### src/rtl/quantized_maxpool2d.sv
// Streaming 2x2 stride-2 max-pool of a channel-major 8-bit conv stream, emitting padded-RAM write addresses.
// Latency: out_valid one cycle after the beat that completes a 2x2 window.
// Backpressure: none; every in_valid beat in RUN is consumed and the sink must accept every out_valid strobe.
//
// Ports:
//   clk, rstn            clock, asynchronous active-low reset
//   start                one-cycle pulse; (re)arms the block for a new frame
//   in_data/in_valid     unsigned pixel beats from the conv stage (gaps allowed)
//   out_data/out_valid   pooled max value and its one-cycle write strobe
//   out_addr             ch*PH*PW + (prow+PAD)*PW + (pcol+PAD) in the next layer's padded map
//   busy                 high while a frame is being consumed
//   done                 high after the final pooled value, held until the next start
module quantized_maxpool2d #(
  parameter  int CHANNELS  = 32,
  parameter  int IN_WIDTH  = 28,
  parameter  int IN_HEIGHT = 28,
  parameter  int PAD       = 1,
  localparam int OUT_W     = IN_WIDTH / 2,
  localparam int OUT_H     = IN_HEIGHT / 2,
  localparam int PW        = OUT_W + 2 * PAD,
  localparam int PH        = OUT_H + 2 * PAD,
  localparam int AW        = $clog2(CHANNELS * PH * PW)
) (
  input  logic          clk,
  input  logic          rstn,
  input  logic          start,
  input  logic [7:0]    in_data,
  input  logic          in_valid,
  output logic [7:0]    out_data,
  output logic          out_valid,
  output logic [AW-1:0] out_addr,
  output logic          busy,
  output logic          done
);

  localparam int CW  = (IN_WIDTH  > 1) ? $clog2(IN_WIDTH)  : 1;
  localparam int RW  = (IN_HEIGHT > 1) ? $clog2(IN_HEIGHT) : 1;
  localparam int CHW = (CHANNELS  > 1) ? $clog2(CHANNELS)  : 1;
  localparam int LBW = (OUT_W     > 1) ? $clog2(OUT_W)     : 1;

  localparam logic [CW-1:0]  COL_LAST = CW'(IN_WIDTH - 1);
  localparam logic [RW-1:0]  ROW_LAST = RW'(IN_HEIGHT - 1);
  localparam logic [CHW-1:0] CH_LAST  = CHW'(CHANNELS - 1);
  // With an odd height the last row has no partner row and is skipped.
  // An odd width needs no equivalent: its trailing column is even, so it
  // only ever loads hreg and never completes a window.
  localparam bit             H_ODD    = (IN_HEIGHT % 2) != 0;

  typedef enum logic [1:0] {
    S_IDLE,
    S_RUN,
    S_DONE
  } state_t;

  state_t         state;
  logic [CW-1:0]  col;
  logic [RW-1:0]  row;
  logic [CHW-1:0] ch;
  logic [7:0]     hreg;
  logic [7:0]     linebuf [OUT_W];

  logic [7:0]     m;
  logic [7:0]     lb_rd;
  logic [7:0]     pooled;
  logic [LBW-1:0] pcol;
  logic [RW-1:0]  prow;
  logic           row_pool;
  logic           last_beat;
  logic [AW-1:0]  addr_next;

  always_comb begin
    pcol      = LBW'(col >> 1);
    prow      = row >> 1;
    m         = (in_data > hreg) ? in_data : hreg;
    lb_rd     = linebuf[pcol];
    pooled    = (lb_rd > m) ? lb_rd : m;
    row_pool  = !(H_ODD && (row == ROW_LAST));
    last_beat = (col == COL_LAST) && (row == ROW_LAST) && (ch == CH_LAST);
    addr_next = AW'(32'(ch) * 32'(PH * PW)
                    + (32'(prow) + 32'(PAD)) * 32'(PW)
                    + 32'(pcol) + 32'(PAD));
  end

  always_ff @(posedge clk or negedge rstn) begin
    if (!rstn) begin
      state     <= S_IDLE;
      col       <= '0;
      row       <= '0;
      ch        <= '0;
      hreg      <= '0;
      out_data  <= '0;
      out_valid <= 1'b0;
      out_addr  <= '0;
      busy      <= 1'b0;
      done      <= 1'b0;
      for (int i = 0; i < OUT_W; i++) begin
        linebuf[i] <= 8'h00;
      end
    end else begin
      out_valid <= 1'b0;
      if (start) begin
        // Restart from any state; a beat arriving with start is dropped and
        // any partial maxima are simply overwritten by the new frame.
        state <= S_RUN;
        col   <= '0;
        row   <= '0;
        ch    <= '0;
        hreg  <= '0;
        busy  <= 1'b1;
        done  <= 1'b0;
      end else if (state == S_RUN && in_valid) begin
        if (col == COL_LAST) begin
          col <= '0;
          if (row == ROW_LAST) begin
            row <= '0;
            ch  <= ch + CHW'(1);
          end else begin
            row <= row + RW'(1);
          end
        end else begin
          col <= col + CW'(1);
        end

        if (!col[0]) begin
          hreg <= in_data;
        end else if (row_pool) begin
          // Even rows park the horizontal max; the odd row below finishes
          // the window, so the entry is always rewritten before its next read.
          if (!row[0]) begin
            linebuf[pcol] <= m;
          end else begin
            out_data  <= pooled;
            out_addr  <= addr_next;
            out_valid <= 1'b1;
          end
        end

        if (last_beat) begin
          state <= S_DONE;
          ch    <= '0;
          busy  <= 1'b0;
          done  <= 1'b1;
        end
      end
    end
  end

endmodule

### config.mk
export PLATFORM = sky130hd
export DESIGN_NAME = quantized_maxpool2d
export DESIGN_NICKNAME = d
export VERILOG_FILES = /design/src/rtl/quantized_maxpool2d.sv
export SDC_FILE = /design/constraint.sdc
export NUM_CORES = 1
export LEC_CHECK = 0
export ABC_AREA = 1
export CAP_MARGIN = 20
export CORE_MARGIN = 2
export CORE_UTILIZATION = 60
export DETAILED_ROUTE_END_ITERATION = 12
export GPL_ROUTABILITY_DRIVEN = 0
export PLACE_DENSITY = 0.79
export SYNTH_ARGS = -nofsm -noshare
export SYNTH_HDL_FRONTEND = slang
export SYNTH_SLANG_ARGS = --single-unit
### constraint.sdc
create_clock -name clk -period 4.05 [get_ports clk]
set_input_delay 0.81 -clock clk [delete_from_list [all_inputs] [get_ports clk]]
set_output_delay 0.81 -clock clk [all_outputs]
set_load 0.005 [all_outputs]
* Yosys cells after proc, flatten, opt, wreduce, memory -nomap -nowiden
Index checks and enable logic that the tools add are counted.
** Word-level totals
- Flip-flop bits (word level) :: 161
- Input bits :: 12
- Word-level logic and storage cells :: 94
** Operators by class
- Add/subtract/negate cells :: 7
- Magnitude comparators :: 4
- Equal/unequal tests :: 5
- Mux-type cells :: 36
- Bitwise gates (word level) :: 3
- Reduce and logical (&&, ||, !) cells :: 15
** Operator list (number)
- $bwmux W112 :: 1
- $mux W8 :: 8
- $mux W5 :: 12
- $bmux W8 S4 :: 1
- $demux W8 S4 :: 1
- $gt A8 B8 Y1 :: 2
- $add A5 B1 Y5 const B :: 3
- $eq A5 B5 Y1 const B :: 3
- $add A13 B1 Y13 const B :: 1
- $add A13 B4 Y13 :: 1
- $add A13 B9 Y13 :: 1
- $mux W1 :: 10
- $reduce_and A4 Y1 :: 2
- $mux W2 :: 3
- $reduce_and A2 Y1 :: 3
- $reduce_bool A2 Y1 :: 3
- $reduce_bool A3 Y1 :: 2
- $add A4 B1 Y5 const B :: 1
- $ge A5 B5 Y1 const B :: 1
- $lt A5 B1 Y1 const B :: 1
- $not A4 Y5 :: 1
- $logic_and A1 B1 Y1 :: 4
- $reduce_and A3 Y1 :: 1
- $eq A2 B1 Y1 const B :: 1
- other kinds (2) :: 3

* Logic depth before layout (Yosys ltp)
Gate-level depths: netlist of the first run.
- Word-level depth :: 6
- Mapped depth :: 26

* Worst setup path before layout of the first run
No wires, ideal clock.
- Path kind :: in2reg
- Start :: in in_data[7]
- End :: reg out_data[0]
- Library setup time :: 0.118 ns
- Data arrival time :: 3.131 ns
- Data required time :: 3.932 ns
- Path slack :: 0.801 ns
- Stages :: 16
- Buffers on the path :: 1
- Cells stage by stage :: ha_1 -> a21o_1 -> nor2_1 -> nand2_2 -> nand2_2 -> nand2_1 -> and2_4 -> buf_2 -> ha_1 -> nand2_1 -> nor2_1 -> nand2_1 -> a21oi_1 -> nand3_1 -> nand3_1 -> nand2_1
** On the way
- Longest elaborated chain between the ends :: 4
** RTL lines
- start: declaration :: line 27 : input logic [7:0] in_data,
- $gt A8 B8 Y1 :: line 74 : m = (in_data > hreg) ? in_data : hreg;
- $mux W8 (*) :: line 74
- $gt A8 B8 Y1 :: line 76 : pooled = (lb_rd > m) ? lb_rd : m;
- $mux W8 (*) :: line 76
- end signal: assignment :: line 132 : out_data <= pooled;
- end: declaration :: line 29 : output logic [7:0] out_data,
Mark *: on every way between the ends. The rest lies on a longest branch, timed or not.
A chain may end at the register's enable or synchronous reset.

* Worst setup path in the final report of the first run
- Start :: in in_data[1]
- End :: reg out_data[6]
The elaborated chain is that of the path after synthesis.

==> impl_metrics.env, run 1 <==
export IMPL_synthDistinctLibCells=36
export IMPL_ys_dominant_reg_cell="sky130_fd_sc_hd__dfrtp_1"
export IMPL_pwr_density_cell_nw_per_um2=558.2
export IMPL_critical_path_end_type="flop"
export IMPL_nNetsFinal=1155
export IMPL_worst_path_max_fanout=9
export IMPL_hpwl_mm=13.63
export IMPL_endpoints_failing_hold=0
export IMPL_finalSetupViolCount=0
export IMPL_cp_start_kind="primary input"
export IMPL_synthesis_yosys_warnings=0
export IMPL_num_rows=43
export IMPL_clock_latency_at_the_later_pin_of_the_worst_skew_pair_ns=0.43
export IMPL_fp_dieH_um=122.5
export IMPL_worst_path_required_time_ns=4.36
export IMPL_grt_overflow_total=0
export IMPL_tns_ns=0
export IMPL_maxCapViolations=0
export IMPL_rsz_0062_raised_after_global_routing="no"
export IMPL_finalCriticalPeriod_ns=3.335
export IMPL_post_route_cells_drive_above_1_share_pct=7.352
export IMPL_tritoncts_sink_count=159
export IMPL_drt_iter0_markers=644
export IMPL_syn_nets=1129
export IMPL_vias_in_the_first_global_route=6730
export IMPL_tightestPinTransition_ns=0.9256
export IMPL_post_cts_resized=0
export IMPL_postRouteAntennaNets=0
export IMPL_yosys_top_cells_area="sky130_fd_sc_hd__dfrtp_1 47%, sky130_fd_sc_hd__nand2_1 15%, sky130_fd_sc_hd__o21ai_0 7.8%"
export IMPL_dpl_instance_area_um2=8835
export IMPL_type_of_the_worst_setup_path="primary input to flop"
export IMPL_port_buffers=35
export IMPL_clock_tree_from_tritoncts="yes"
export IMPL_count_of_flip_flops_with_a_built_in_enable_after_synthesis=0
export IMPL_design_die_area_um2=15000
export IMPL_design_core_area_um2=13770
export IMPL_cts_hold_repair_buffers=0
export IMPL_hp_class="primary input to asynchronous set/reset pin"
export IMPL_number_of_iterations_in_the_first_detailed_routing_pass=5
export IMPL_viasPerCell=5.491
export IMPL_wl_per_cell_um=15.59
export IMPL_worst_setup_hold_path_clk_slew_ns=0.06
export IMPL_gr_usage_all_layers_pct=29.79
export IMPL_clock_path_buffers=2
export IMPL_max_freq_mhz=299.8
export IMPL_total_power_uw=5261
export IMPL_cts_buffers_inserted=17
export IMPL_netlist_area_leader_share_pct=47.24
export IMPL_pleak_uw=0.004551
export IMPL_largest_net_degree_at_the_start_of_global_routing=85
export IMPL_grt_pass1_wl_mm=34.20
export IMPL_floorplan_initialDensity_pct=61.15
export IMPL_result_of_the_run="completed"
export IMPL_cp_data_arrival_time_ns=3.65
export IMPL_clock_root_buffer="sky130_fd_sc_hd__clkbuf_16"
export IMPL_async_reset_ff_share_pct=100.0
export IMPL_num_antenna_cells=0
export IMPL_syn_cell_area_um2=8422
export IMPL_finalWirelength_mm=20.40
export IMPL_yosys_area_top_type="sky130_fd_sc_hd__dfrtp_1"
export IMPL_pin_count=36
export IMPL_post_cts_setup_buffer_count=0
export IMPL_syn_inst=1090
export IMPL_ctsHtreeMaxLevel=4
export IMPL_synth_sequential_area_ratio_pct=47.24
export IMPL_floorplan_die_width_um=122.5
export IMPL_worst_r2r_path_cells=18
export IMPL_syn_avg_cell_area_um2=7.726
export IMPL_layout_cell_area_non_filler_um2=9424
export IMPL_routed_via_count=7188
export IMPL_ys_seq_elements=159
export IMPL_peakVddDrop_mv=0.3401
export IMPL_final_period_utilization_pct=82.35
export IMPL_drc=0
export IMPL_antenna_found_initial=0
export IMPL_slew_headroom_pct=38.07
export IMPL_syn_to_final_growth_pct=11.90
export IMPL_timing_clock_skew_ns=0.01081
export IMPL_final_max_slew_violation_count=0
[layout by cell type, fill, tap and decap left out, types with 2 or more instances in the layout]
cell type,count
sky130_fd_sc_hd__xnor2_1,2
sky130_fd_sc_hd__a21o_1,3
sky130_fd_sc_hd__nand2_2,4
sky130_fd_sc_hd__xor2_1,5
sky130_fd_sc_hd__o21ai_0,131
sky130_fd_sc_hd__nand3_1,87
sky130_fd_sc_hd__nand4_1,6
sky130_fd_sc_hd__nor3_1,6
sky130_fd_sc_hd__inv_2,4
sky130_fd_sc_hd__nor2_4,3
sky130_fd_sc_hd__inv_6,2
sky130_fd_sc_hd__clkbuf_8,6
sky130_fd_sc_hd__o21ai_1,30
sky130_fd_sc_hd__nor2_1,70
sky130_fd_sc_hd__clkinv_2,3
sky130_fd_sc_hd__clkbuf_1,2
sky130_fd_sc_hd__a21oi_1,33
sky130_fd_sc_hd__or2_2,4
sky130_fd_sc_hd__dfrtp_1,158
sky130_fd_sc_hd__clkbuf_16,17
sky130_fd_sc_hd__buf_4,20
sky130_fd_sc_hd__and2_4,8
sky130_fd_sc_hd__inv_1,105
sky130_fd_sc_hd__ha_1,27
sky130_fd_sc_hd__nand2_1,342
sky130_fd_sc_hd__clkdlybuf4s50_1,34
sky130_fd_sc_hd__nor2_2,2
[path summary, 6_finish.rpt]
kind	startpoint	to	slack [ns]
hold / removal	rstn	linebuf[5]	0.44
max in group asynchronous	rstn	out_addr[8]	2.80
min in group clk	out_addr[7]	out_addr[7]	0.48
setup reg to reg	col[3]	out_data[6]	0.84
hold reg to reg	out_addr[7]	out_addr[7]	0.48
setup / recovery	in_data[1]	out_data[6]	0.71
[critical path, stage by stage]
cell and delay [ns]:
sky130_fd_sc_hd__clkdlybuf4s50_1 0.45, sky130_fd_sc_hd__ha_1 0.36, sky130_fd_sc_hd__nand2_1 0.08, sky130_fd_sc_hd__nand2_1 0.05, sky130_fd_sc_hd__nand2_1 0.05, sky130_fd_sc_hd__nand2_1 0.05
sky130_fd_sc_hd__nand2_1 0.06, sky130_fd_sc_hd__nand2_2 0.12, sky130_fd_sc_hd__nand2_2 0.18, sky130_fd_sc_hd__nand2_1 0.11, sky130_fd_sc_hd__and2_4 0.15, sky130_fd_sc_hd__ha_1 0.28
sky130_fd_sc_hd__nand2_1 0.07, sky130_fd_sc_hd__nor2_1 0.14, sky130_fd_sc_hd__nand2_1 0.08, sky130_fd_sc_hd__a21oi_1 0.19, sky130_fd_sc_hd__buf_4 0.16, sky130_fd_sc_hd__nand3_1 0.07
sky130_fd_sc_hd__nand3_1 0.09, sky130_fd_sc_hd__nand2_1 0.07
[metal layers]
metal	vias up	global-route usage, %	wire (um)	part of all wire [%]
met4	0	10.56	478	2.3
met1	3378	41.01	8988	44
met2	238	46.25	9423	46
met3	36	7.203	1512	7.4
met5	-	0	0	0
li1	3536	-	-	-
[power breakdown]
part	internal (uW)	total (uW)	switching [uW]
Combinational	674	1700	1030
Clock	948	1590	646
Sequential	1800	1960	165
Total	3420	5260	1840
[sequential cells by signal, summed over array words and instances (netlist names)]
signal     cells
out_addr      13
row            5
state          1
ch             5
done           1
linebuf      112
out_valid      1
hreg           8
col            5
out_data       8
[logic make-up after synthesis]
family                     count (synthesis)  share of synthesized area (%)
AOI/OAI and AO/OA                        197                          11.80
buffers and inverters                    160                          8.780
and+or+nand+nor                          540                          27.44
adders and majority gates                 27                          4.011
DFF                                      159                          47.24
xor gates and xnor gates                   7                         0.7280
[cell usage after synthesis (all sizes together), types with 4 or more instances]
library cell,count
a21oi,33
and2,9
buf,40
clkbuf,8
dfrtp,159
ha,27
inv,110
nand2,347
nand3,87
nand4,7
nor2,76
nor3,7
o21ai,161
or2,4
xor2,5
[final cells by class]
| type | count | area, um^2 |
|---|---|---|
| inverters | 112 | 424.2 |
| clock buffers | 25 | 515.5 |
| well taps | 180 | 225.2 |
| clock inverters | 7 | 73.82 |
| fillers | 1196 | 4349 |
| repair buffers | 55 | 501.7 |
| flip-flops and latches | 159 | 3980 |
| multi-input cells | 771 | 3704 |
[stage by stage]
| stage | hold WS (ns) | util [%] | instances | setup WS, ns |
|---|---|---|---|---|
| after floorplan | 0.4457 | - | 1090 | 0.8015 |
| after global placement | 0.4597 | 64.14 | 1277 | 0.3743 |
| after detailed placement | 0.4647 | 64.14 | 1277 | 0.2922 |
| after CTS | 0.4635 | 68.42 | 1309 | 0.7429 |
| after global routing | 0.5027 | 68.42 | 1309 | 0.3706 |
| final | 0.4446 | 68.42 | 1309 | 0.7148 |
Note: power is estimated with default switching activity, not from simulation.
==> run 2, diff against run 1 <==
--- a/config.mk
+++ b/config.mk
@@ -8,10 +8,10 @@
 export ABC_AREA = 1
 export CAP_MARGIN = 20
 export CORE_MARGIN = 2
-export CORE_UTILIZATION = 60
+export CORE_UTILIZATION = 55
 export DETAILED_ROUTE_END_ITERATION = 12
 export GPL_ROUTABILITY_DRIVEN = 0
-export PLACE_DENSITY = 0.79
+export PLACE_DENSITY = 0.76
 export SYNTH_ARGS = -nofsm -noshare
 export SYNTH_HDL_FRONTEND = slang
 export SYNTH_SLANG_ARGS = --single-unit
==> constraint.sdc (replaced) <==
create_clock -name clk -period 2.75 [get_ports clk]
set_input_delay 0.55 -clock clk [delete_from_list [all_inputs] [get_ports clk]]
set_output_delay 0.55 -clock clk [all_outputs]
set_load 0.005 [all_outputs]
==> impl_metrics.env, run 2 (synthesis gave the netlist of run 1 again) <==
export IMPL_result_of_the_run="finished with violations"
export IMPL_failed_checks="setup timing"
export IMPL_final_period_utilization_pct=106.7
export IMPL_slew_headroom_pct=45.11
export IMPL_post_route_cells_drive_above_1_share_pct=19.97
export IMPL_dp_slack_ns=-0.6944
export IMPL_final_max_slew_violation_count=0
export IMPL_pleak_uw=0.005054
export IMPL_drt_iter0_markers=739
export IMPL_largestRegisters="linebuf x112, out_addr x13"
export IMPL_clock_path_buffers=2
export IMPL_num_rows=45
export IMPL_maxCapViolations=0
export IMPL_max_freq_mhz=341.0
export IMPL_critical_path_endpoint="out_data[4]"
export IMPL_worst_path_max_fanout=8
export IMPL_startpoint="hreg[2]"
export IMPL_pwr_density_cell_nw_per_um2=848.9
export IMPL_routed_via_count=7782
export IMPL_num_antenna_cells=0
export IMPL_tritoncts_sink_count=159
export IMPL_vias_in_the_first_global_route=7433
export IMPL_port_buffers=35
export IMPL_gr_usage_all_layers_pct=28.89
export IMPL_timing_clock_skew_ns=0.007792
export IMPL_layout_commonest_cell="sky130_fd_sc_hd__nand2_1"
export IMPL_tightestPinTransition_ns=0.8203
export IMPL_worst_r2r_path_cells=20
export IMPL_nNetsFinal=1235
export IMPL_pin_count=36
export IMPL_rsz_0062_raised_after_global_routing="yes"
export IMPL_largest_register_ffs=112
export IMPL_syn_to_final_growth_pct=26.06
export IMPL_floorplan_die_width_um=127.7
export IMPL_critical_path_end_type="flop"
export IMPL_ctsHtreeMaxLevel=4
export IMPL_num_fill_cells=1171
export IMPL_peakVddDrop_mv=0.5672
export IMPL_grt_pass1_wl_mm=36.92
export IMPL_finalWorstSetupSlack_ns=-0.1829
export IMPL_grt_overflow_total=0
export IMPL_antenna_found_initial=0
export IMPL_fp_dieH_um=127.7
export IMPL_hpwl_mm=14.31
export IMPL_hp_class="primary input to asynchronous set/reset pin"
export IMPL_finalWirelength_mm=24.27
export IMPL_clock_root_buffer="sky130_fd_sc_hd__clkbuf_16"
export IMPL_worst_path_required_time_ns=3.07
export IMPL_endpoints_failing_hold=0
export IMPL_cp_start_kind="flop"
export IMPL_tns_ns=-1.257
export IMPL_mostFrequentLayoutCells="320 x sky130_fd_sc_hd__nand2_1, 156 x sky130_fd_sc_hd__dfrtp_1, 129 x sky130_fd_sc_hd__o21ai_0"
export IMPL_cp_data_arrival_time_ns=3.25
export IMPL_drc=0
export IMPL_top_register="linebuf"
export IMPL_worst_setup_hold_path_clk_slew_ns=0.06
export IMPL_cts_buffers_inserted=17
export IMPL_largest_net_degree_at_the_start_of_global_routing=52
export IMPL_viasPerCell=5.578
export IMPL_cts_hold_repair_buffers=0
export IMPL_finalCoreUtilization_pct=70.36
export IMPL_type_of_the_worst_setup_path="flop to flop"
export IMPL_reg2reg_setup_slack_ns=-0.18
export IMPL_clock_tree_from_tritoncts="yes"
export IMPL_design_die_area_um2=16320
export IMPL_worst_r2r_endpoint="out_data[4]"
export IMPL_floorplan_initialDensity_pct=55.81
export IMPL_clock_latency_at_the_later_pin_of_the_worst_skew_pair_ns=0.44
export IMPL_finalCriticalPeriod_ns=2.933
export IMPL_number_of_iterations_in_the_first_detailed_routing_pass=6
export IMPL_r2r_start="hreg[2]"
export IMPL_postRouteAntennaNets=0
export IMPL_design_core_area_um2=15090
export IMPL_total_power_uw=9012
export IMPL_wl_per_cell_um=17.40
export IMPL_finalSetupViolCount=8
-- run 2: cell types whose count changed in the layout (fill, tap and decap cells not counted), moves of 12 or more --
cell,change
sky130_fd_sc_hd__buf_4,+65
sky130_fd_sc_hd__ha_1,-12
sky130_fd_sc_hd__ha_4,+12
sky130_fd_sc_hd__nand2_1,-22
sky130_fd_sc_hd__nand2_2,+14
sky130_fd_sc_hd__nand3_1,-23
sky130_fd_sc_hd__nand3_2,+21
-- run 2: metrics by stage --
step           hold WS [ns]  area (um^2)  std cells
6_report            0.07928        10620       1395
5_1_grt              0.1116        10620       1395
4_1_cts             0.09582        10310       1385
3_5_place_dp         0.4645         9430       1331
3_3_place_gp         0.4597         9430       1331
2_1_floorplan        0.2544         8593       1090
-- run 2: worst max-delay path, cell delays in order (launching register included) --
cell and delay [ns]:
sky130_fd_sc_hd__dfrtp_1 0.41, sky130_fd_sc_hd__inv_2 0.08, sky130_fd_sc_hd__ha_4 0.26, sky130_fd_sc_hd__nand2_1 0.05, sky130_fd_sc_hd__inv_2 0.07, sky130_fd_sc_hd__nand2_1 0.05, sky130_fd_sc_hd__nand2_1 0.08, sky130_fd_sc_hd__nand2_2 0.10
sky130_fd_sc_hd__buf_6 0.14, sky130_fd_sc_hd__nand2_8 0.09, sky130_fd_sc_hd__nand3_2 0.10, sky130_fd_sc_hd__and2_4 0.16, sky130_fd_sc_hd__ha_4 0.27, sky130_fd_sc_hd__a21o_1 0.15, sky130_fd_sc_hd__a21oi_4 0.07, sky130_fd_sc_hd__buf_4 0.15
sky130_fd_sc_hd__a21oi_4 0.16, sky130_fd_sc_hd__buf_12 0.15, sky130_fd_sc_hd__nand3_1 0.08, sky130_fd_sc_hd__nand3_1 0.08, sky130_fd_sc_hd__nand2_1 0.08
-- run 2: worst min path at each step --
stage | end | slack (ns) | cells past startpoint | startpoint
final | linebuf[109] | 0.08 | 1 | rstn
after global placement | linebuf[69] | 0.46 | 2 | linebuf[69]
after floorplan | ch[0] | 0.25 | 0 | rstn
after CTS | linebuf[21] | 0.1 | 1 | rstn
after detailed placement | out_addr[12] | 0.46 | 2 | out_addr[12]
after global routing | linebuf[107] | 0.11 | 1 | rstn
-- run 2: cell type report --
cell class / count / area (um^2) / share of cell area (%)
clock inverters: 11 / 120.1 / 1.131
repair buffers: 133 / 1210 / 11.40
well taps: 188 / 235.2 / 2.216
inverters: 112 / 432.9 / 4.078
flip-flops and latches: 159 / 3983 / 37.51
multi-input cells: 772 / 4195 / 39.52
repair inverters: 1 / 7.507 / 0.07071
clock buffers: 19 / 432.9 / 4.078
-- run 2: per-layer routing --
layer | wire length (um) | up-vias | GRT usage, %
met5 | 0 | - | 0
met4 | 933 | 0 | 12.99
met3 | 1639 | 78 | 6.427
met2 | 11680 | 343 | 46.24
met1 | 10020 | 3656 | 37.84
li1 | - | 3705 | -
-- run 2: report_power, final --
group	switching, uW	internal (uW)	total [uW]
clock network	953	1320	2270
logic	2200	1640	3840
registers	247	2650	2900
total	3400	5610	9010
-- run 2: what timing repair did --
action,in CTS,in global routing
endpoints found under the setup margin,8,8
gates resized for setup,39,56
setup buffers,23,8
gates cloned,1,2
pin swaps,22,29
==> run 3, diff against run 2 <==
--- a/config.mk
+++ b/config.mk
@@ -8,10 +8,11 @@
 export ABC_AREA = 1
 export CAP_MARGIN = 20
 export CORE_MARGIN = 2
-export CORE_UTILIZATION = 55
+export CORE_UTILIZATION = 58
 export DETAILED_ROUTE_END_ITERATION = 12
+export DONT_BUFFER_PORTS = 1
 export GPL_ROUTABILITY_DRIVEN = 0
-export PLACE_DENSITY = 0.76
+export PLACE_DENSITY = 0.81
 export SYNTH_ARGS = -nofsm -noshare
 export SYNTH_HDL_FRONTEND = slang
 export SYNTH_SLANG_ARGS = --single-unit
==> impl_metrics.env, run 3 (synthesis gave the netlist of run 1 again) <==
export IMPL_result_of_the_run="finished with violations"
export IMPL_failed_checks="hold timing, setup timing"
export IMPL_hold_ws_ns=-0.1975
export IMPL_design_core_area_um2=14370
export IMPL_hpwl_mm=13.16
export IMPL_drt_iter0_markers=863
export IMPL_worst_path_max_fanout=8
export IMPL_grt_pass1_wl_mm=35.17
export IMPL_antenna_found_initial=0
export IMPL_endpoints_failing_hold=159
export IMPL_finalSetupViolCount=8
export IMPL_pwr_density_cell_nw_per_um2=860.3
export IMPL_cp_start_kind="flop"
export IMPL_wl_per_cell_um=17.40
export IMPL_type_of_the_worst_setup_path="flop to flop"
export IMPL_largest_register_ffs=112
export IMPL_vias_in_the_first_global_route=7046
export IMPL_num_antenna_cells=0
export IMPL_hp_class="primary input to asynchronous set/reset pin"
export IMPL_grt_overflow_total=0
export IMPL_crit_top_cell="sky130_fd_sc_hd__nand2_1"
export IMPL_floorplan_die_width_um=124.5
export IMPL_critical_path_max_stage_delay_ns=0.41
export IMPL_largestRegisters="linebuf x112, out_addr x13"
export IMPL_postRouteAntennaNets=0
export IMPL_clock_latency_at_the_later_pin_of_the_worst_skew_pair_ns=0.44
export IMPL_finalWirelength_mm=22.90
export IMPL_final_max_slew_violation_count=0
export IMPL_path_delay_family="simple AND/OR/NAND/NOR gates"
export IMPL_clock_tree_from_tritoncts="yes"
export IMPL_timing_clock_skew_ns=0.008707
export IMPL_pleak_uw=0.004697
export IMPL_top_register="linebuf"
export IMPL_worst_path_required_time_ns=3.08
export IMPL_mostFrequentLayoutCells="323 x sky130_fd_sc_hd__nand2_1, 158 x sky130_fd_sc_hd__dfrtp_1, 130 x sky130_fd_sc_hd__o21ai_0"
export IMPL_pin_count=36
export IMPL_post_route_cells_drive_above_1_share_pct=18.29
export IMPL_final_period_utilization_pct=107.2
export IMPL_critPathSlowestCell="sky130_fd_sc_hd__dfrtp_1"
export IMPL_max_freq_mhz=339.3
export IMPL_peakVddDrop_mv=0.5919
export IMPL_nNetsFinal=1158
export IMPL_clock_root_buffer="sky130_fd_sc_hd__clkbuf_16"
export IMPL_tns_ns=-1.441
export IMPL_layout_commonest_cell="sky130_fd_sc_hd__nand2_1"
export IMPL_finalWorstSetupSlack_ns=-0.1971
export IMPL_syn_to_final_growth_pct=18.32
export IMPL_cp_buffers_inverters=6
export IMPL_maxCapViolations=0
export IMPL_cts_buffers_inserted=17
export IMPL_final_instance_count_excl_fill=1316
export IMPL_gr_usage_all_layers_pct=28.35
export IMPL_startpoint="hreg[3]"
export IMPL_critical_path_end_type="flop"
export IMPL_numPlacedInstances=1264
export IMPL_cp_data_arrival_time_ns=3.27
export IMPL_total_power_uw=8573
export IMPL_finalCoreUtilization_pct=69.35
export IMPL_dp_slack_ns=-0.1244
export IMPL_fp_dieH_um=124.5
export IMPL_floorplan_initialDensity_pct=58.61
export IMPL_routed_via_count=7645
export IMPL_drc=0
export IMPL_slew_headroom_pct=50.46
export IMPL_viasPerCell=5.809
export IMPL_tightestPinTransition_ns=0.7422
export IMPL_finalCriticalPeriod_ns=2.947
export IMPL_design_die_area_um2=15500
export IMPL_clock_path_buffers=2
export IMPL_port_buffers=0
export IMPL_worst_setup_hold_path_clk_slew_ns=0.06
export IMPL_num_rows=44
export IMPL_r2r_start="hreg[3]"
export IMPL_tritoncts_sink_count=159
export IMPL_ctsHtreeMaxLevel=4
export IMPL_rsz_0062_raised_after_global_routing="yes"
export IMPL_largest_net_degree_at_the_start_of_global_routing=160
export IMPL_number_of_iterations_in_the_first_detailed_routing_pass=7
[run 3: cell count changes in the layout (fill, tap and decap cells not counted), sizes merged]
| cell | before | now |
|---|---|---|
| buf | 98 | 58 |
| bufinv | 2 | 0 |
| clkbuf | 20 | 25 |
| clkdlybuf4s50 | 26 | 0 |
| clkinv | 7 | 4 |
| dlygate4sd2 | 8 | 0 |
| nand2 | 348 | 347 |
[run 3: cell type report]
cell class                 instances  area [um^2]
clock inverter                     7        52.55
tap                              184        230.2
sequential                       159         3980
fill                            1015         4404
timing repair buffer              58        524.3
multi-input combinational        771         4232
inverter                         112        430.4
clock buffer                      25        515.5
[run 3: path summary, 6_finish.rpt]
| kind | endpoint | slack [ns] | cells after the start |
|---|---|---|---|
| max | out_data[1] | -0.20 | 25 |
| min | linebuf[90] | -0.20 | 0 |
| max reg2reg | out_data[1] | -0.20 | 25 |
| min reg2reg | linebuf[97] | 0.48 | 2 |
| max in group asynchronous | col[1] | 2.61 | 0 |
| min in group clk | state[0] | 0.20 | 2 |
[run 3: per-layer routing]
layer | track usage (%) | up-vias | routed length, um | part of all wire [%]
met5 | 0 | - | 0 | 0
met4 | 11.96 | 0 | 1000 | 4.4
li1 | - | 3536 | - | -
met2 | 43.01 | 391 | 10670 | 47
met3 | 7.088 | 93 | 2098 | 9.2
met1 | 39.08 | 3625 | 9131 | 40
[run 3: timing repair]
item                                    4_1_cts  5_1_grt
endpoints found under the hold margin       159      159
pin swaps                                    12       39
setup buffers                                 4       16
gates resized for setup                      12       79
endpoints found under the setup margin        8        8
[run 3: where the power goes]
part / leakage, uW / internal [uW] / switching, uW
registers: 0.00218 / 2650 / 272
logic: 0.00225 / 1360 / 2020
clock network: 0.000268 / 1300 / 969
[run 3: through the flow]
stage / hold WS, ns / cell area [um^2]
final: -0.1975 / 9965
after floorplan: 0.2544 / 8593
after global routing: -0.2011 / 9965
after CTS: -0.2013 / 9472
after detailed placement: 0.2590 / 8826
after global placement: 0.2625 / 8826
